File: src/rtl/pong_pkg.sv
// Shared pong geometry, paddle dynamics constants,
// FSM state encoding and the paddle command encoding.
package pong_pkg;

  localparam int W        = 13;
  localparam int Y_TOP    = 0;
  localparam int Y_BOTTOM = 1920;
  localparam int PADDLE_H = 320;
  localparam int Y_INIT   = 800;
  localparam int V_MAX    = 48;
  localparam int ACCEL    = 4;
  localparam int DECEL    = 8;

  typedef enum logic [1:0] {
    ST_IDLE   = 2'd0,
    ST_ACCEL  = 2'd1,
    ST_CRUISE = 2'd2,
    ST_BRAKE  = 2'd3
  } state_e;

  typedef enum logic [1:0] {
    CMD_NONE = 2'd0,
    CMD_UP   = 2'd1,
    CMD_DOWN = 2'd2
  } cmd_e;

  // up and down together cancel; stay simply yields no motion.
  function automatic cmd_e decode_cmd(
    input logic up,
    input logic down
  );
    cmd_e c;
    c = CMD_NONE;
    if (up && !down) c = CMD_UP;
    if (down && !up) c = CMD_DOWN;
    return c;
  endfunction

endpackage

File: src/rtl/paddle_motion_if.sv
// Paddle command/status bundle between a controller
// (AI or button decoder) and the paddle integrator.
interface paddle_motion_if #(
  parameter int W = 13
);
  logic                frame_tick;
  logic                freeze;
  logic                up;
  logic                down;
  logic                stay;
  logic [W-1:0]        p_y;
  logic signed [7:0]   vel;
  logic                moving;
  logic                wall_hit;

  modport master (
    output frame_tick, freeze, up, down, stay,
    input  p_y, vel, moving, wall_hit
  );

  modport slave (
    input  frame_tick, freeze, up, down, stay,
    output p_y, vel, moving, wall_hit
  );
endinterface

File: src/rtl/vel_ramp.sv
// Combinational velocity ramp: next state and
// next velocity from current state, velocity, dir.
module vel_ramp
  import pong_pkg::*;
#(
  parameter logic [7:0] V_MAX_P = 8'(V_MAX),
  parameter logic [7:0] ACCEL_P = 8'(ACCEL),
  parameter logic [7:0] DECEL_P = 8'(DECEL)
) (
  input  state_e            state_i,
  input  logic signed [7:0] vel_i,
  input  cmd_e              dir_i,
  output state_e            state_o,
  output logic signed [7:0] vel_o
);

  logic       neg;
  logic [7:0] mag;
  logic [7:0] mag_up;
  logic [7:0] mag_dn;
  logic [7:0] mag_nx;
  cmd_e       sgn;

  // Work on |vel| and re-apply the sign; braking never flips it.
  always_comb begin
    neg     = vel_i[7];
    mag     = neg ? 8'(-vel_i) : 8'(vel_i);
    sgn     = (mag == 8'd0) ? CMD_NONE :
              (neg ? CMD_UP : CMD_DOWN);
    mag_up  = (mag + ACCEL_P >= V_MAX_P) ?
              V_MAX_P : mag + ACCEL_P;
    mag_dn  = (mag > DECEL_P) ?
              mag - DECEL_P : 8'd0;
    mag_nx  = mag;
    state_o = state_i;
    vel_o   = vel_i;
    unique case (state_i)
      ST_IDLE: begin
        if (dir_i == CMD_UP) begin
          state_o = ST_ACCEL;
          vel_o   = -$signed(ACCEL_P);
        end else if (dir_i == CMD_DOWN) begin
          state_o = ST_ACCEL;
          vel_o   = $signed(ACCEL_P);
        end
      end
      ST_ACCEL, ST_CRUISE: begin
        if (dir_i == sgn && sgn != CMD_NONE) begin
          mag_nx  = mag_up;
          state_o = (mag_up == V_MAX_P) ?
                    ST_CRUISE : ST_ACCEL;
        end else begin
          mag_nx  = mag_dn;
          state_o = (mag_dn == 8'd0) ?
                    ST_IDLE : ST_BRAKE;
        end
        vel_o = neg ? -$signed(mag_nx) : $signed(mag_nx);
      end
      ST_BRAKE: begin
        mag_nx  = mag_dn;
        state_o = (mag_dn == 8'd0) ? ST_IDLE : ST_BRAKE;
        vel_o   = neg ? -$signed(mag_nx) : $signed(mag_nx);
      end
    endcase
  end

endmodule

File: src/rtl/paddle_motion.sv
// Paddle integrator: per-frame velocity/position
// update with playfield clamp and wall_hit pulse.
module paddle_motion
  import pong_pkg::*;
(
  input  logic            clk,
  input  logic            rst,
  paddle_motion_if.slave  pif
);

  localparam logic signed [W+1:0] LIM_LO =
    (W+2)'(Y_TOP);
  localparam logic signed [W+1:0] LIM_HI =
    (W+2)'(Y_BOTTOM - PADDLE_H);

  logic [W-1:0]        p_y_q, p_y_d;
  logic signed [7:0]   vel_q, vel_d;
  state_e              state_q, state_d;
  logic                wall_hit_q, wall_hit_d;

  logic                upd;
  cmd_e                dir;
  state_e              st_nx;
  logic signed [7:0]   vel_nx;
  logic signed [W+1:0] sum;
  logic                unused_stay;

  assign unused_stay = pif.stay;
  assign upd = pif.frame_tick & ~pif.freeze;
  assign dir = decode_cmd(pif.up, pif.down);

  vel_ramp u_ramp (
    .state_i (state_q),
    .vel_i   (vel_q),
    .dir_i   (dir),
    .state_o (st_nx),
    .vel_o   (vel_nx)
  );

  // Integrate position; a clamp overrides the ramp result.
  always_comb begin
    sum        = $signed({2'b00, p_y_q}) +
                 $signed({{(W-6){vel_nx[7]}}, vel_nx});
    p_y_d      = p_y_q;
    vel_d      = vel_q;
    state_d    = state_q;
    wall_hit_d = 1'b0;
    if (upd) begin
      p_y_d   = sum[W-1:0];
      vel_d   = vel_nx;
      state_d = st_nx;
      if (sum < LIM_LO || sum > LIM_HI) begin
        p_y_d      = (sum < LIM_LO) ?
                     LIM_LO[W-1:0] : LIM_HI[W-1:0];
        vel_d      = 8'sd0;
        state_d    = ST_IDLE;
        wall_hit_d = 1'b1;
      end
    end
  end

  // State registers with asynchronous reset.
  always_ff @(posedge clk or posedge rst) begin
    if (rst) begin
      p_y_q      <= W'(Y_INIT);
      vel_q      <= 8'sd0;
      state_q    <= ST_IDLE;
      wall_hit_q <= 1'b0;
    end else begin
      p_y_q      <= p_y_d;
      vel_q      <= vel_d;
      state_q    <= state_d;
      wall_hit_q <= wall_hit_d;
    end
  end

  assign pif.p_y      = p_y_q;
  assign pif.vel      = vel_q;
  assign pif.moving   = (state_q != ST_IDLE);
  assign pif.wall_hit = wall_hit_q;

endmodule
File: src/flat_wrapper.sv
// flat-port wrapper written by rule: the top's interface ports become plain ports
module paddle_motion_flat import pong_pkg::*;
  (clk, rst, pif_frame_tick, pif_freeze, pif_up, pif_down, pif_stay, pif_p_y, pif_vel, pif_moving, pif_wall_hit);
  paddle_motion_if pif_i ();
  input  logic clk;
  input  logic rst;
  input wire logic [$bits(pif_i.frame_tick)-1:0] pif_frame_tick;
  input wire logic [$bits(pif_i.freeze)-1:0] pif_freeze;
  input wire logic [$bits(pif_i.up)-1:0] pif_up;
  input wire logic [$bits(pif_i.down)-1:0] pif_down;
  input wire logic [$bits(pif_i.stay)-1:0] pif_stay;
  output wire logic [$bits(pif_i.p_y)-1:0] pif_p_y;
  output wire logic [$bits(pif_i.vel)-1:0] pif_vel;
  output wire logic [$bits(pif_i.moving)-1:0] pif_moving;
  output wire logic [$bits(pif_i.wall_hit)-1:0] pif_wall_hit;
  assign pif_i.frame_tick = pif_frame_tick;
  assign pif_i.freeze = pif_freeze;
  assign pif_i.up = pif_up;
  assign pif_i.down = pif_down;
  assign pif_i.stay = pif_stay;
  assign pif_p_y = pif_i.p_y;
  assign pif_vel = pif_i.vel;
  assign pif_moving = pif_i.moving;
  assign pif_wall_hit = pif_i.wall_hit;
  paddle_motion u_core (.clk(clk), .rst(rst), .pif(pif_i));
endmodule
File: config.mk
export PLATFORM = sky130hd
export DESIGN_NAME = paddle_motion_flat
export DESIGN_NICKNAME = d
export VERILOG_FILES = /design/src/rtl/pong_pkg.sv /design/src/rtl/paddle_motion_if.sv /design/src/rtl/vel_ramp.sv /design/src/rtl/paddle_motion.sv /design/src/flat_wrapper.sv
export SDC_FILE = /design/constraint.sdc
export NUM_CORES = 1
export LEC_CHECK = 0
export CORE_ASPECT_RATIO = 1.2
export CORE_MARGIN = 4
export CORE_UTILIZATION = 55
export DETAILED_ROUTE_END_ITERATION = 16
export HOLD_SLACK_MARGIN = 0.12
export MAX_ROUTING_LAYER = met4
export PLACE_DENSITY = 0.76
export SLEW_MARGIN = 0
export SYNTH_ARGS = -nofsm -noshare
export SYNTH_HDL_FRONTEND = slang
export SYNTH_SLANG_ARGS = --single-unit
File: constraint.sdc
create_clock -name clk -period 7.3 [get_ports clk]
set_input_delay 1.095 -clock clk [delete_from_list [all_inputs] [get_ports clk]]
set_output_delay 1.095 -clock clk [all_outputs]
set_load 0.02 [all_outputs]
==> results by group <==
Logic synthesis
  – Commonest cells post-synth: nand2_1 (47), inv_1 (34), nor2_1 (33)
  – Synth Area per Inst: 7.91 um2
  – Yosys warns: 0
  – Share of flip-flops with an asynchronous set or reset: 1.00
  – Synthesized area: 3510 um2
  – Count leader, synth: nand2_1
  – Ys flop type: dfrtp_1
  – Syn Nets: 480
  – Register area share after synthesis: 0.172
  – Count of cell types in the netlist: 85
  – Number of flops mapped to enable cells by yosys: 0
  – Post-Syn Instances: 443
  – Synth area leader: dfrtp_1
  – Top cell type's share of synthesized area: 0.150
  – Largest cells by area after synthesis: dfrtp_1 (15%), ha_1 (10%), nand2_1 (5.0%), inv_1 (3.6%), a21oi_1 (3.6%)
  – Yosys reg bits: 24

Placed design
  – # port buffers: 28
  – GP Congestion: 0.956
  – Placed inst area: 4000 um2
  – Dpl hpwl: 7880 um

Layout
  – Net total in the final layout: 526
  – Util after Layout: 0.683
  – Layout cells sized above 1: 0.184
  – Area grow syn2layout: 19.4%
  – Post-route cell area: 4190 um2
  – Ant diodes: 0

GRT
  – Initial antenna violation count: 0
  – Vias in the first global route: 3547
  – Grt ovf: 0
  – GRT Total Usage: 0.281
  – First-pass GRT wire length: 16500 um
  – Pin count of the biggest net entering global routing: 29

Worst setup path
  – CP arrival: 7.09 ns
  – CP endpoint kind: register
  – Worst Setup Start Kind: input pin
  – Crit-path max FO: 14
  – Data required, critical path: 7.50 ns
  – Setup CP Type: input pin to register

Clock network
  – Longest Clk Path Bufs: 2
  – CTS Hold Buffers Added: 0
  – Reg clk slew, reported paths: 0.10 ns
  – CTS Root Cell: clkbuf_8
  – Total CTS buffers: 3
  – CTS tree: built
  – CTS H-tree lvls: 1
  – Clk sinks: 24
  – Clk Latency, worst-skew pair: 0.28 ns

Detailed routing
  – DRT Wirelength: 10300 um
  – Starting DRT DRC Count: 209
  – Antenna-violating nets left: 0
  – Vias: 3665
  – Drt pass-1 iters: 6
  – Drc violations: 0
  – WL per Instance: 18.1 um
  – Routed vias/inst: 6.43

Job
  – Max cap viols: 0

Status
  – Status: completed

STA
  – Peak Freq: 0.145 GHz
  – Period utilization: 0.945
  – Final count of pins violating max slew: 0
  – Setup Total Neg Slack: 0 ns
  – Fin Clk Skew: 0.00651 ns
  – Final setup violation count: 0
  – Minimum clock period: 6.90 ns
  – Slew margin rel.: 0.334
  – Least-Margin Pin Slew: 0.998 ns
  – RSZ-0062 raised after global routing: no
  – Final hold vios: 0

Die
  – Die height: 95.5 um
  – DIE AREA: 7720 um2
  – IO Pins: 30
  – FP Rows: 31
  – Total core area: 6130 um2
  – Initial Utilization: 0.572
  – Die width: 80.9 um

Power
  – Leak Pwr: 1.83 nW
  – Pwr dens: 545 nW/um2
  – VDD IR max: 0.448 mV

Min path
  – Worst hold path type: register to register
[metal layers]
metal  up-vias  routed length [um]  GRT usage
li1       1757                   -          -
met1      1751                3980      0.304
met2       128                5510      0.506
met3        29                 392     0.0180
met4         0                 437      0.151
met5         -                   0          -
[state kept, by name, summed over array words and instances (netlist names)]
signal,flops
u_core.pif.vel,8
u_core.state_q,2
u_core.pif.p_y,13
u_core.pif.wall_hit,1
[critical path, cell delays in order]
cell             delay, ns
clkdlybuf4s50_1       0.54
inv_1                 0.07
ha_1                  0.21
and3b_1               0.27
o22ai_1               0.11
o21ba_2               0.25
nand2_1               0.11
o32ai_4               0.34
o21ai_0               0.15
ha_1                  0.33
a22oi_1               0.19
nor2_1                0.06
a21oi_1               0.12
o31ai_1               0.08
and2_1                0.16
a31oi_1               0.20
inv_1                 0.12
fa_1                  0.45
a211oi_2              0.23
o21ai_0               0.15
a31oi_2               0.24
o211a_1               0.22
a31oi_1               0.16
or4_1                 0.60
o31ai_4               0.11
o21ai_4               0.18
buf_4                 0.19
o31ai_2               0.16
[layout make-up]
class	instances	area, um2
multi-input combinational	364	2740
fill	545	1940
sequential	24	604
timing repair buffer	62	536
inverter	34	128
tap	82	103
clock buffer	3	41.3
clock inverter	1	30.0
[cell usage in the layout, fill, tap and decap left out, types with 21 or more instances in the layout]
cell type and count:
nand2_1 47, buf_4 34, inv_1 33, nor2_1 33
ha_1 29, clkdlybuf4s50_1 28, a21oi_1 24, o21ai_0 21
dfrtp_1 21
[metrics by stage]
stage | total power [mW] | cells | setup WS (ns) | hold slack [ns]
2_1_floorplan | 1.42 | 443 | 0.590 | 0.503
3_3_place_gp | 1.92 | 562 | -0.0189 | 0.470
3_5_place_dp | 1.96 | 562 | -0.154 | 0.473
4_1_cts | 2.09 | 566 | 0.116 | 0.488
5_1_grt | 2.45 | 570 | 0.00168 | 0.509
6_report | 2.28 | 570 | 0.401 | 0.485
[logic make-up after synthesis]
kind of cell,after synthesis,synth area share
buffers and inverters,55,0.0689
DFF,24,0.172
AOI/OAI and AO/OA,161,0.356
adders and majority gates,30,0.109
xor gates and xnor gates,18,0.0489
muxes,5,0.0153
and+or+nand+nor,150,0.229
[path summary, 6_finish.rpt]
kind / from / end / slack [ns] / cells past startpoint
setup reg to reg: u_core.pif.vel[0] / u_core.pif.p_y[8] / 0.55 / 30
setup / recovery: pif_up / u_core.pif.p_y[8] / 0.40 / 28
max in group asynchronous: rst / u_core.pif.p_y[12] / 5.34 / 2
min in group asynchronous: rst / u_core.pif.vel[7] / 1.34 / 2
hold reg to reg: u_core.pif.p_y[5] / u_core.pif.p_y[5] / 0.48 / 2
hold / removal: u_core.pif.p_y[5] / u_core.pif.p_y[5] / 0.48 / 2
[power by group]
group          internal (mW)  leakage, nW  total [mW]  switching, mW
combinational          0.851         1.48        1.94           1.09
sequential             0.171        0.311       0.219         0.0481
clock                 0.0734       0.0357       0.121         0.0477
[timing repair]
action,in CTS,in global routing
setup endpoints to repair,0,22
resized for setup,0,15
setup buffers,0,4
Note: power is estimated with default switching activity, not from simulation.
